<file path="src/rtl/polara_switch_bank_ctrl.sv">
// Shared-tick debounce controller for the Polara configuration switch bank.
// Debounced changes are reported round-robin as a valid/ready event stream.
module polara_switch_bank_ctrl #(
  parameter int              N_SW      = 8,
  parameter int              N_TICK    = 14,
  parameter int              N_STABLE  = 4,
  parameter logic [N_SW-1:0] IS_PULLUP = '0,
  localparam int             ID_W      = (N_SW > 1) ? $clog2(N_SW) : 1
) (
  input  logic            clk,
  input  logic            rst,
  input  logic [N_SW-1:0] i_sw,
  input  logic            enable,
  output logic [N_SW-1:0] o_sw_deb,
  output logic            o_tick,
  output logic            evt_valid,
  input  logic            evt_ready,
  output logic [ID_W-1:0] evt_id,
  output logic            evt_level,
  output logic [N_SW-1:0] o_overrun,
  input  logic            ovr_clr
);

  localparam logic [3:0] CNT_MAX = 4'(N_STABLE - 1);

  typedef enum logic {S_IDLE, S_PRESENT} state_t;

  logic [N_SW-1:0]   r_sync_p0, r_sync_p1;
  logic [N_SW-1:0]   r_cand, r_deb, r_pending, r_overrun;
  logic [3:0]        r_cnt [N_SW];
  logic [N_TICK-1:0] r_tick_cnt;
  logic [ID_W-1:0]   r_rr;
  state_t            r_state;

  logic              w_tick;
  logic [N_SW-1:0]   w_cand_nxt, w_deb_nxt, w_set, w_clr, w_ovr_set;
  logic [3:0]        w_cnt_nxt [N_SW];
  logic              w_grant_vld;
  logic [ID_W-1:0]   w_grant, w_idx;

  assign w_tick    = enable && (r_tick_cnt == '1);
  assign o_tick    = w_tick;
  assign o_sw_deb  = r_deb;
  assign o_overrun = r_overrun;

  // Stage p0/p1: two-flop synchroniser on the raw switch inputs
  always_ff @(posedge clk) begin
    if (rst) begin
      r_sync_p0 <= IS_PULLUP;
      r_sync_p1 <= IS_PULLUP;
    end else begin
      r_sync_p0 <= i_sw;
      r_sync_p1 <= r_sync_p0;
    end
  end

  always_ff @(posedge clk) begin
    if (rst || !enable) r_tick_cnt <= '0;
    else                r_tick_cnt <= r_tick_cnt + 1'b1;
  end

  // A new candidate restarts its count; acceptance needs a full stable run
  always_comb begin
    w_cand_nxt = r_cand;
    w_deb_nxt  = r_deb;
    w_set      = '0;
    for (int i = 0; i < N_SW; i++) begin
      w_cnt_nxt[i] = r_cnt[i];
      if (w_tick) begin
        if (r_sync_p1[i] != r_cand[i]) begin
          w_cand_nxt[i] = r_sync_p1[i];
          w_cnt_nxt[i]  = '0;
        end else if (r_cnt[i] == CNT_MAX && r_cand[i] != r_deb[i]) begin
          w_deb_nxt[i] = r_cand[i];
          w_set[i]     = 1'b1;
        end else if (r_cnt[i] != CNT_MAX) begin
          w_cnt_nxt[i] = r_cnt[i] + 4'd1;
        end
      end
    end
  end

  // Search downward so the channel right after r_rr is assigned last and wins
  always_comb begin
    w_grant_vld = 1'b0;
    w_grant     = '0;
    w_idx       = '0;
    for (int k = N_SW; k >= 1; k--) begin
      w_idx = ID_W'((int'(r_rr) + k) % N_SW);
      if (r_pending[w_idx]) begin
        w_grant_vld = 1'b1;
        w_grant     = w_idx;
      end
    end
  end

  always_comb begin
    w_clr = '0;
    if (r_state == S_IDLE && w_grant_vld) w_clr[w_grant] = 1'b1;
  end

  assign w_ovr_set = w_set & r_pending;

  always_ff @(posedge clk) begin
    if (rst) begin
      r_cand    <= IS_PULLUP;
      r_deb     <= IS_PULLUP;
      r_pending <= '0;
      r_overrun <= '0;
      for (int i = 0; i < N_SW; i++) r_cnt[i] <= '0;
    end else begin
      r_cand    <= w_cand_nxt;
      r_deb     <= w_deb_nxt;
      r_pending <= (r_pending & ~w_clr) | w_set;
      r_overrun <= (ovr_clr ? '0 : r_overrun) | w_ovr_set;
      for (int i = 0; i < N_SW; i++) r_cnt[i] <= w_cnt_nxt[i];
    end
  end

  // Event scheduler: IDLE grants and latches, PRESENT holds until accepted
  always_ff @(posedge clk) begin
    if (rst) begin
      r_state   <= S_IDLE;
      r_rr      <= '0;
      evt_valid <= 1'b0;
      evt_id    <= '0;
      evt_level <= 1'b0;
    end else begin
      case (r_state)
        S_IDLE: begin
          if (w_grant_vld) begin
            evt_id    <= w_grant;
            evt_level <= w_deb_nxt[w_grant];
            r_rr      <= w_grant;
            evt_valid <= 1'b1;
            r_state   <= S_PRESENT;
          end
        end
        S_PRESENT: begin
          if (evt_ready) begin
            evt_valid <= 1'b0;
            r_state   <= S_IDLE;
          end
        end
        default: r_state <= S_IDLE;
      endcase
    end
  end

endmodule

</file>
<file path="config.mk">
export PLATFORM = sky130hd
export DESIGN_NAME = polara_switch_bank_ctrl
export DESIGN_NICKNAME = d
export VERILOG_FILES = /design/src/rtl/polara_switch_bank_ctrl.sv
export SDC_FILE = /design/constraint.sdc
export NUM_CORES = 1
export LEC_CHECK = 0
export ABC_CLOCK_PERIOD_IN_PS = 3800
export CAP_MARGIN = 0
export CORE_MARGIN = 2
export CORE_UTILIZATION = 59
export DETAILED_ROUTE_END_ITERATION = 6
export GPL_ROUTABILITY_DRIVEN = 0
export GPL_TIMING_DRIVEN = 0
export MAX_ROUTING_LAYER = met4
export PLACE_DENSITY = 0.8
export REMOVE_ABC_BUFFERS = 1
export SYNTH_ARGS = -nofsm -noshare
export SYNTH_HDL_FRONTEND = slang
export SYNTH_SLANG_ARGS = --single-unit
</file>
<file path="constraint.sdc">
create_clock -name clk -period 3.8 [get_ports clk]
set_input_delay 0.57 -clock clk [delete_from_list [all_inputs] [get_ports clk]]
set_output_delay 0.57 -clock clk [all_outputs]
set_load 0.01 [all_outputs]
</file>
==> results of run 1 <==
## state kept, by name, summed over array words and instances (netlist names)
name	count
evt_valid	1
r_state	1
r_sync_p0	8
r_sync_p1	8
r_pending	8
r_cnt	32
o_sw_deb	8
r_rr	3
r_cand	8
o_overrun	8
evt_level	1
r_tick_cnt	14
## timing repair
action,4_1_cts,5_1_grt
endpoints found under the setup margin,12,3
setup buffers,0,0
gates resized for setup,4,2
## how the worst max path moves through the flow
stage / depth (start not counted) / slack, ns / endpoint
after CTS: 11 / 0.03 / evt_level$_SDFFE_PP0P_
after detailed placement: 11 / -0.63 / evt_level$_SDFFE_PP0P_
final: 11 / 0.23 / evt_level$_SDFFE_PP0P_
after global routing: 11 / 0.02 / evt_level$_SDFFE_PP0P_
after floorplan: 11 / -0.01 / evt_level$_SDFFE_PP0P_
after global placement: 8 / -0.56 / evt_level$_SDFFE_PP0P_
## power breakdown
| part | switching (µW) | internal, µW | total, µW |
|---|---|---|---|
| clock network | 381 | 266 | 647 |
| registers | 3.67 | 1050 | 1060 |
| logic | 27.2 | 18.9 | 46.2 |
## cell type report
type	count	area share, %
clock buffers	11	2.40
clock inverters	5	0.764
well taps	108	2.29
multi-input cells	457	53.2
flip-flops and latches	100	34.1
inverters	17	1.08
repair buffers	36	6.18
## stage by stage
step / instance area (µm²) / setup WS (ns) / instances / utilization, % / setup TNS (ns)
floorplan: 5180 / -0.0114 / 574 / - / -0.0114
global placement: 5660 / -0.556 / 716 / 64.5 / -11.62
detailed placement: 5690 / -0.629 / 718 / 64.9 / -4.08
CTS: 5880 / 0.0307 / 734 / 67.1 / 0
global route: 5890 / 0.0210 / 734 / 67.2 / 0
finish: 5890 / 0.231 / 734 / 67.2 / 0
## cells in the mapped netlist, types with 16 or more instances
cell	number
dfxtp_1	100
a21oi_1	65
nand2_1	52
nor2_1	41
o21ai_0	38
mux2i_1	27
nor2b_1	26
clkbuf_1	25
nand3_1	25
xor2_1	25
or4_1	20
nand2b_1	16
## metal layers
layer,up-vias,track usage (%),part of all wire (%)
li1,2213,-,-
met1,2130,31.0,45
met2,110,37.9,49
met3,22,3.09,4.1
met4,0,9.38,2.2
met5,-,-,0
## cell families after synthesis
family                     count (synthesis)  share of synthesized area [%]
and+or+nand+nor                          235                           24.2
AOI/OAI and AO/OA                        138                           15.7
DFF                                      100                           37.5
buffers and inverters                     53                           4.24
muxes                                     43                           10.8
xor gates and xnor gates                  30                           5.06
adders and majority gates                 11                           2.58
## worst max-delay path, delay by kind of cell (launching register included)
kind	cells	cell delay (ns)
AO/OA/AOI/OAI	6	1.22
multiplexers	2	0.96
flip-flops	1	0.54
adder cells (fa/ha/maj)	1	0.45
buffers and inverters	1	0.16
AND/OR/NAND/NOR	1	0.14
==> metrics.md, run 1 <==
| Metric | Value |
|---|---|
| Final Setup Violations | 0 |
| Port bufs | 34 |
| Status | completed |
| RSZ-0062 raised after global routing | no |
| Post-synth EDFFs | 0 |
| Crit Path Max Fanout | 21 |
| Synth Register Bits | 100 |
| CTS Hold Bufs | 0 |
| Detailed Place HPWL | 7690 µm |
| IO Pins | 35 |
| Area contributors post-synth | dfxtp_1 37%, a21oi_1 6.1%, mux2i_1 5.1%, xor2_1 4.1%, mux4_2 3.8% |
| Post-DRT Antenna Nets | 0 |
| Hold Path Stages | 1 |
| Filler Cells Inserted | 701 |
| Drt wl/cell | 15.2 µm |
| Yosys top cell area share | 37.5% |
| Synth warnings | 0 |
| Diodes inserted | 0 |
| Async set-reset flop share out of synthesis | 0% |
| Commonest non-fill, non-tap cell in the layout | dfxtp_1 |
| Most frequent cells in the layout | 98 x dfxtp_1, 65 x a21oi_1, 52 x nand2_1 |
| Initial antenna violation count | 0 |
| TritonCTS Buffers | 9 |
| Initial drt markers | 268 |
| Sink Count | 100 |
| Max_slew headroom | 35.8% |
| Total track usage | 23.8% |
| H-tree depth | 3 |
| Fin nets | 645 |
| Fin crit period | 3.57 ns |
| FMAX | 280 MHz |
| Drt drc | 0 |
| Slew Limit Fails | 0 |
| First-pass GRT wire length | 19100 µm |
| Drt first pass iters | 6 |
| Share of layout cells above drive strength 1 | 9.27% |
| Clock latency on the worst-skew pair | 0.37 ns |
| Hold EP | r_sync_p1[6]$_SDFF_PP0_ |
| CP arrival | 3.85 ns |
| Hold WC Path Type | reg2reg |
| Vias in the first global route | 4227 |
| Hold path startpoint | r_sync_p0[6]$_SDFF_PP0_ |
| Worst R2R Start | r_rr[0]$_SDFFE_PP0P_ |
| GRT overflow | 0 |
| Worst VDD drop | 0.205 mV |
| Multi-input logic area | 3130 µm² |
| Crit path cell chain | inv_2 -> ha_4 -> mux4_2 -> nand2_1 -> o21ai_1 -> o31ai_1 -> a21oi_2 -> o32ai_4 -> mux2i_1 -> o221ai_2 -> a221oi_2 |
| Cells on worst reg2reg path | 11 |
| Die ar. | 9830 µm² |
| Worst EP required | 4.08 ns |
| Fin. Hold Viols | 0 |
| DRT Wirelength | 11100 µm |
| Syn_area_per_cell | 8.76 µm² |
| Hold_ws | 0.440 ns |
| Die Span X | 99.2 µm |
| Crit share post-route | 93.9% |
| Cell taking the most area after synthesis | dfxtp_1 |
| CP Class | reg2reg |
| Worst r2r dst | evt_level$_SDFFE_PP0P_ |
| Ys flop type | dfxtp_1 |
| Worst path slowest cell | mux4_2 |
| Pwr per Cell Area | 297 nW/µm² |
| TritonCTS clock tree | built |
| Area taken by flip-flops and latches | 2010 µm² |
| Tot Pwr | 1750 µW |
| Mapped Cells | 610 |
| Vias per inst | 6.10 |
| P&R area growth vs syn | 10.3% |
| Crit start category | flop |
| Reg clk slew, reported paths | 0.10 ns |
| Reg2Reg Setup Slack | 0.23 ns |
| Clk_skew | 0.0141 ns |
| Max-Cap Viols | 0 |
| Routed vias | 4475 |
| Leak | 0.00206 µW |
| Largest net degree at the start of global routing | 88 |
| Netlist cell types | 66 |
| Crit end category | flop |
| Synth Cell Area | 5340 µm² |
| Rows | 34 |
| CP max stage delay | 0.65 ns |
| Core area | 8760 µm² |
| Root Buffer | clkbuf_8 |
| Initial core utilization | 61.0% |
| CP startpoint | r_rr[0]$_SDFFE_PP0P_ |
| Seq/Total Area, Yosys | 37.5% |
| Die height | 99.2 µm |
| Clk buf depth | 2 |
| Least-Margin Pin Slew | 0.949 ns |
No activity file was read; power rests on OpenSTA's default activity.
==> run 2, diff against run 1 <==
Settings changed: CORE_UTILIZATION 59 to 35, PLACE_DENSITY 0.8 to 0.52.
==> metrics.md, run 2 (same netlist as run 1, synthesis figures left out) <==
| Metric | Value |
|---|---|
| Status | completed (unchanged) |
| Initial antenna violation count | 0 (unchanged) |
| GRT overflow | 0 (unchanged) |
| Crit end category | flop (unchanged) |
| Largest registers | r_cnt: 32 flops, r_tick_cnt: 14 flops (unchanged) |
| Post-CTS setup buffers | 0 (unchanged) |
| Diodes inserted | 0 (unchanged) |
| Routed vias | 4391 (was 4475) |
| Max-Cap Viols | 0 (unchanged) |
| Layout Utilization | 40.6% (was 67.2%) |
| Hold EP | r_sync_p1[3]$_SDFF_PP0_ (was r_sync_p1[6]$_SDFF_PP0_) |
| Root Buffer | clkbuf_16 (was clkbuf_8) |
| Share of layout cells above drive strength 1 | 9.11% (was 9.27%) |
| Hold WC Path Type | reg2reg (unchanged) |
| Filler Cells Inserted | 1500 (was 701) |
| Largest net degree at the start of global routing | 88 (unchanged) |
| Final Setup Violations | 0 (unchanged) |
| IO Pins | 35 (unchanged) |
| Sw Share | 22.0% (was 23.5%) |
| First-pass GRT wire length | 20100 µm (was 19100 µm) |
| RSZ-0062 raised after global routing | no (unchanged) |
| Post-Layout Cell Count | 814 (was 734) |
| Clock share of power | 43.8% (was 36.9%) |
| CP Class | reg2reg (unchanged) |
| Sequential power share | 53.8% (was 60.4%) |
| Sink Count | 100 (unchanged) |
| H-tree depth | 3 (unchanged) |
| Switching pwr | 432 µW (was 412 µW) |
| Die ar. | 16300 µm² (was 9830 µm²) |
| Post-DRT Antenna Nets | 0 (unchanged) |
| Slew Limit Fails | 0 (unchanged) |
| P&R area growth vs syn | 14.3% (was 10.3%) |
| Fin nets | 645 (unchanged) |
| Worst EP required | 4.06 ns (was 4.08 ns) |
| Worst VDD drop | 0.168 mV (was 0.205 mV) |
| Leak | 0.00211 µW (was 0.00206 µW) |
| Total track usage | 15.6% (was 23.8%) |
| Post-route setup slack | 0.240 ns (was 0.231 ns) |
| Reg2Reg Setup Slack | 0.24 ns (was 0.23 ns) |
| Die height | 128 µm (was 99.2 µm) |
| Die Span X | 128 µm (was 99.2 µm) |
| Clk buf depth | 2 (unchanged) |
| Worst R2R Start | r_rr[0]$_SDFFE_PP0P_ (unchanged) |
| GRT met2 Usage | 24.6% (was 37.9%) |
| TritonCTS Buffers | 9 (unchanged) |
| Largest reg by FF count | r_cnt (unchanged) |
| Drt first pass iters | 4 (was 6) |
| Pre-CTS WS | -0.654 ns (was -0.629 ns) |
| Drt wl/cell | 14.9 µm (was 15.2 µm) |
| Max_slew headroom | 34.7% (was 35.8%) |
| Drt drc | 0 (unchanged) |
| Rows | 45 (was 34) |
| Worst r2r dst | evt_level$_SDFFE_PP0P_ (unchanged) |
| Clock latency on the worst-skew pair | 0.34 ns (was 0.37 ns) |
| Commonest non-fill, non-tap cell in the layout | dfxtp_1 (unchanged) |
| GR Util met3 | 2.68% (was 3.09%) |
| Reg clk slew, reported paths | 0.07 ns (was 0.10 ns) |
| Detailed Place HPWL | 8370 µm (was 7690 µm) |
| Placed insts | 798 (was 718) |
| Crit share post-route | 93.7% (was 93.9%) |
| Core area | 15000 µm² (was 8760 µm²) |
| Least-Margin Pin Slew | 0.967 ns (was 0.949 ns) |
| Fin crit period | 3.56 ns (was 3.57 ns) |
| Pwr per Cell Area | 322 nW/µm² (was 297 nW/µm²) |
| Crit Path Max Fanout | 21 (unchanged) |
| Area taken by flip-flops and latches | 2010 µm² (unchanged) |
| Largest register FFs | 32 (unchanged) |
| GRT busiest layer | met2 (unchanged) |
| Vias per inst | 5.39 (was 6.10) |
| CP arrival | 3.82 ns (was 3.85 ns) |
| Combinational group share of total power | 2.4% (was 2.6%) |
| Clk_skew | 0.0109 ns (was 0.0141 ns) |
| Internal power | 1530 µW (was 1340 µW) |
| FMAX | 281 MHz (was 280 MHz) |
| Port bufs | 34 (unchanged) |
| CTS Hold Bufs | 0 (unchanged) |
| Initial drt markers | 213 (was 268) |
| DRT Wirelength | 12200 µm (was 11100 µm) |
| TritonCTS clock tree | built (unchanged) |
| Met1 Usage GRT | 20.1% (was 31.0%) |
| Multi-input logic area | 3130 µm² (unchanged) |
| Fin. Hold Viols | 0 (unchanged) |
| Most frequent cells in the layout | 98 x dfxtp_1, 65 x a21oi_1, 52 x nand2_1 (unchanged) |
| Hold Path Stages | 1 (unchanged) |
| Vias in the first global route | 4134 (was 4227) |
| Hold_ws | 0.437 ns (was 0.440 ns) |
| Hold path startpoint | r_sync_p0[3]$_SDFF_PP0_ (was r_sync_p0[6]$_SDFF_PP0_) |
| Crit start category | flop (unchanged) |
| Setup tns final | 0 ns (unchanged) |
| Cells on worst reg2reg path | 11 (unchanged) |
| Initial core utilization | 35.5% (was 61.0%) |
## run 2: worst max-delay path: stages, from the launching register on
cell	delay, ns
dfxtp_4	0.53
inv_2	0.16
ha_4	0.45
mux4_2	0.65
nand2_1	0.13
o21ai_1	0.12
o31ai_1	0.30
a21oi_2	0.09
o32ai_4	0.28
mux2i_1	0.32
o221ai_2	0.15
a221oi_2	0.29
## run 2: cell type report
| type | instances | share of cell area [%] |
|---|---|---|
| Sequential cell | 100 | 32.9 |
| Clock inverter | 4 | 0.410 |
| Timing Repair Buffer | 36 | 6.43 |
| Clock buffer | 12 | 4.04 |
| Inverter | 17 | 1.04 |
| Multi-Input combinational cell | 457 | 51.3 |
| Tap cell | 188 | 3.85 |
## run 2: through the flow
step	area, µm²	total power [µW]
after floorplan	5180	1100
after CTS	6100	1990
after global placement	5760	1130
final	6110	1970
after detailed placement	5820	1130
after global routing	6110	2030
## run 2: worst max path at each step
stage          cells past startpoint                      to                 start
2_1_floorplan                     11  evt_level$_SDFFE_PP0P_  r_rr[0]$_SDFFE_PP0P_
3_3_place_gp                       8  evt_level$_SDFFE_PP0P_                enable
5_1_grt                           10  evt_level$_SDFFE_PP0P_  r_rr[0]$_SDFFE_PP0P_
6_report                          11  evt_level$_SDFFE_PP0P_  r_rr[0]$_SDFFE_PP0P_
4_1_cts                           11  evt_level$_SDFFE_PP0P_  r_rr[0]$_SDFFE_PP0P_
3_5_place_dp                      11  evt_level$_SDFFE_PP0P_  r_rr[0]$_SDFFE_PP0P_
## run 2: power by group through the flow
stage	clock (µW)	combinational (µW)	sequential, µW
6_report	861	46.8	1060
2_1_floorplan	0	15.6	1080
5_1_grt	919	52.8	1060
4_1_cts	885	47.9	1060
3_3_place_gp	0	47.8	1080
3_5_place_dp	0	47.7	1080
## run 2: timing repair
action                                  in CTS  in global routing
cloned                                       0                  0
endpoints found under the setup margin      12                  3
gates resized for setup                      4                  2
pin swaps                                    0                  0
## run 2: routing by layer
layer / wire (µm) / vias to the layer above
met1: 5870 / 2112
met2: 5790 / 48
met5: 0 / -
met3: 292 / 14
li1: - / 2217
met4: 218 / 0
==> run 3, diff against run 2 <==
Settings changed: ABC_AREA from default to 1.
==> metrics.md, run 3 <==
| Metric | Value |
|---|---|
| Status | completed (unchanged) |
| Worst R2R Start | r_rr[1]$_SDFFE_PP0P_ (was r_rr[0]$_SDFFE_PP0P_) |
| Least-Margin Pin Slew | 0.705 ns (was 0.967 ns) |
| Largest net degree at the start of global routing | 41 (was 88) |
| Leak | 0.00245 µW (was 0.00211 µW) |
| Crit path cell chain | ha_1 -> nand3_2 -> nor2_2 -> nand2_2 -> nor2_4 -> nand3_1 -> nor2_1 -> nand4_1 -> nor3_2 -> clkdlybuf4s50_1 (was inv_2 -> ha_4 -> mux4_2 -> nand2_1 -> o21ai_1 -> o31ai_1 -> a21oi_2 -> o32ai_4 -> mux2i_1 -> o221ai_2 -> a221oi_2) |
| Initial drt markers | 236 (was 213) |
| Crit start category | flop (unchanged) |
| WP buf/inv | 1 (unchanged) |
| Post-DRT Antenna Nets | 0 (unchanged) |
| Ys flop type | dfxtp_1 (unchanged) |
| Die ar. | 16300 µm² (about the same) |
| Netlist cell types | 41 (was 66) |
| Initial core utilization | 35.5% (about the same) |
| Vias per inst | 4.80 (was 5.39) |
| Detailed Place HPWL | 8640 µm (was 8370 µm) |
| CTS resizes | 0 (was 4) |
| GRT overflow | 0 (unchanged) |
| Synth Cell Area | 5340 µm² (about the same) |
| Hold Path Stages | 2 (was 1) |
| Hold path startpoint | r_sync_p0[1]$_SDFF_PP0_ (was r_sync_p0[3]$_SDFF_PP0_) |
| Diodes inserted | 0 (unchanged) |
| CP max stage delay | 0.65 ns (about the same) |
| Vias in the first global route | 4392 (was 4134) |
| Drt wl/cell | 12.2 µm (was 14.9 µm) |
| Seq/Total Area, Yosys | 37.5% (about the same) |
| Pwr per Cell Area | 587 nW/µm² (was 322 nW/µm²) |
| Post-route setup slack | 0.323 ns (was 0.240 ns) |
| DRT Wirelength | 11600 µm (was 12200 µm) |
| P&R area growth vs syn | 14.4% (was 14.3%) |
| Initial antenna violation count | 0 (unchanged) |
| Sink Count | 100 (unchanged) |
| TritonCTS Buffers | 9 (unchanged) |
| Most frequent cells in the layout | 106 x inv_1, 102 x nand2_1, 100 x dfxtp_1 (was 98 x dfxtp_1, 65 x a21oi_1, 52 x nand2_1) |
| Crit end category | output pin (was flop) |
| Routed vias | 4569 (was 4391) |
| Async set-reset flop share out of synthesis | 0% (unchanged) |
| Share of layout cells above drive strength 1 | 14.2% (was 9.11%) |
| Largest reg by FF count | r_cnt (unchanged) |
| Clk buf depth | 2 (unchanged) |
| Die height | 128 µm (about the same) |
| Die Span X | 128 µm (about the same) |
| H-tree depth | 3 (unchanged) |
| Commonest non-fill, non-tap cell in the layout | inv_1 (was dfxtp_1) |
| Tot Pwr | 3590 µW (was 1970 µW) |
| Hold_ws | 0.404 ns (was 0.437 ns) |
| WP depth | 10 (was 11) |
| Crit share post-route | 91.5% (was 93.7%) |
| Synth warnings | 0 (unchanged) |
| Cells on worst reg2reg path | 13 (was 11) |
| Placed insts | 935 (was 798) |
| Clk_skew | 0.00666 ns (was 0.0109 ns) |
| Worst path slowest cell | clkdlybuf4s50_1 (was mux4_2) |
| Synth Register Bits | 100 (unchanged) |
| IO Pins | 35 (unchanged) |
| First-pass GRT wire length | 19900 µm (was 20100 µm) |
| Clock latency on the worst-skew pair | 0.35 ns (was 0.34 ns) |
| Largest registers | r_cnt: 32 flops, r_tick_cnt: 14 flops (unchanged) |
| Area contributors post-synth | dfxtp_1 37%, inv_1 7.4%, nand2_1 7.2%, nor2_1 5.7%, a21oi_1 5.5% (was dfxtp_1 37%, a21oi_1 6.1%, mux2i_1 5.1%, xor2_1 4.1%, mux4_2 3.8%) |
| Max-Cap Viols | 0 (unchanged) |
| CP arrival | 2.91 ns (was 3.82 ns) |
| Largest register FFs | 32 (unchanged) |
| RSZ-0062 raised after global routing | no (unchanged) |
| Reg2Reg Setup Slack | 0.65 ns (was 0.24 ns) |
| Max_slew headroom | 52.6% (was 34.7%) |
| Cell taking the most area after synthesis | dfxtp_1 (unchanged) |
| Rows | 45 (unchanged) |
| Crit Path Max Fanout | 5 (was 21) |
| Fin nets | 782 (was 645) |
| Crit path max-delay family | simple AND/OR/NAND/NOR gates (was compound AO/OA/AOI/OAI gates) |
| Worst r2r dst | r_pending[0]$_SDFF_PP0_ (was evt_level$_SDFFE_PP0P_) |
| Pre-CTS WS | 0.630 ns (was -0.654 ns) |
| Post-Layout Cell Count | 951 (was 814) |
| Post-CTS setup buffers | 0 (unchanged) |
| Core area | 15000 µm² (unchanged) |
| Worst VDD drop | 0.258 mV (was 0.168 mV) |
| Mapped Cells | 729 (was 610) |
| TritonCTS clock tree | built (unchanged) |
| Post-synth EDFFs | 0 (unchanged) |
| Reg clk slew, reported paths | 0.07 ns (about the same) |
| Layout Utilization | 40.6% (about the same) |
| Slew Limit Fails | 0 (unchanged) |
| Yosys top cell area share | 37.5% (about the same) |
| Drt drc | 0 (unchanged) |
| Multi-input logic area | 2760 µm² (was 3130 µm²) |
| Root Buffer | clkbuf_16 (unchanged) |
| Total track usage | 15.5% (was 15.6%) |
| Fin crit period | 3.48 ns (was 3.56 ns) |
| Hold EP | r_sync_p1[1]$_SDFF_PP0_ (was r_sync_p1[3]$_SDFF_PP0_) |
| Commonest cells post-synth | 106 x inv_1, 102 x nand2_1, 100 x dfxtp_1, 81 x nor2_1, 59 x a21oi_1 (was 100 x dfxtp_1, 65 x a21oi_1, 52 x nand2_1, 41 x nor2_1, 38 x o21ai_0) |
| Count leader, synth | inv_1 (was dfxtp_1) |
| Filler Cells Inserted | 1544 (was 1500) |
| Syn_area_per_cell | 7.33 µm² (was 8.76 µm²) |
| FMAX | 288 MHz (was 281 MHz) |
| Port bufs | 34 (unchanged) |
| Worst EP required | 3.23 ns (was 4.06 ns) |
| Final Setup Violations | 0 (unchanged) |
| Drt first pass iters | 4 (unchanged) |
| CTS Hold Bufs | 0 (unchanged) |
| CP Class | reg2out (was reg2reg) |
| Fin. Hold Viols | 0 (unchanged) |
| Area taken by flip-flops and latches | 2000 µm² (was 2010 µm²) |
| Hold WC Path Type | reg2reg (unchanged) |
[run 3: logic make-up after synthesis]
family | Yosys count | share of synthesized area, %
simple gates | 342 | 34.3
flops | 100 | 37.5
buf+inv | 140 | 10.9
fa+ha+maj | 11 | 2.58
compound gates | 117 | 11.6
xor+xnor | 19 | 3.12
[run 3: how the worst max path moves through the flow]
stage | start | endpoint | slack (ns)
2_1_floorplan | r_rr[1]$_SDFFE_PP0P_ | evt_level$_SDFFE_PP0P_ | 1.29
3_3_place_gp | rst | r_cnt[0][6]$_SDFFE_PP0P_ | -0.80
3_5_place_dp | r_tick_cnt[0]$_SDFF_PP0_ | o_tick | 0.63
4_1_cts | r_tick_cnt[0]$_SDFF_PP0_ | o_tick | 0.24
5_1_grt | r_tick_cnt[0]$_SDFF_PP0_ | o_tick | 0.05
6_report | r_tick_cnt[0]$_SDFF_PP0_ | o_tick | 0.32
[run 3: cell type report]
cell class | instances | share of cell area [%]
well taps | 188 | 3.85
inverters | 123 | 7.68
clock buffers | 13 | 4.42
clock inverters | 3 | 0.328
multi-input cells | 489 | 45.1
repair buffers | 35 | 5.82
flip-flops and latches | 100 | 32.8
[run 3: metrics by stage]
stage | area (µm²) | TNS (ns)
after floorplan | 5230 | 0
after global placement | 5800 | -17.78
after detailed placement | 5820 | 0
after CTS | 6110 | 0
after global routing | 6110 | 0
final | 6110 | 0
[run 3: routing by layer]
layer,vias up,wire length (µm),track usage [%],share of wire [%]
li1,2413,-,-,-
met1,2086,5660,19.0,49
met2,58,5460,25.5,47
met3,12,365,3.14,3.1
met4,0,150,5.17,1.3
met5,-,0,-,0
[run 3: where the power goes]
group	total, µW	switching [µW]	internal [µW]
Combinational	1550	1050	501
Clock	887	390	497
Sequential	1140	59.9	1080
[run 3: tightest hold or removal path, stage by stage, from the launching register on]
cell,delay (ns)
dfxtp_1,0.30
inv_1,0.04
nor2_1,0.03
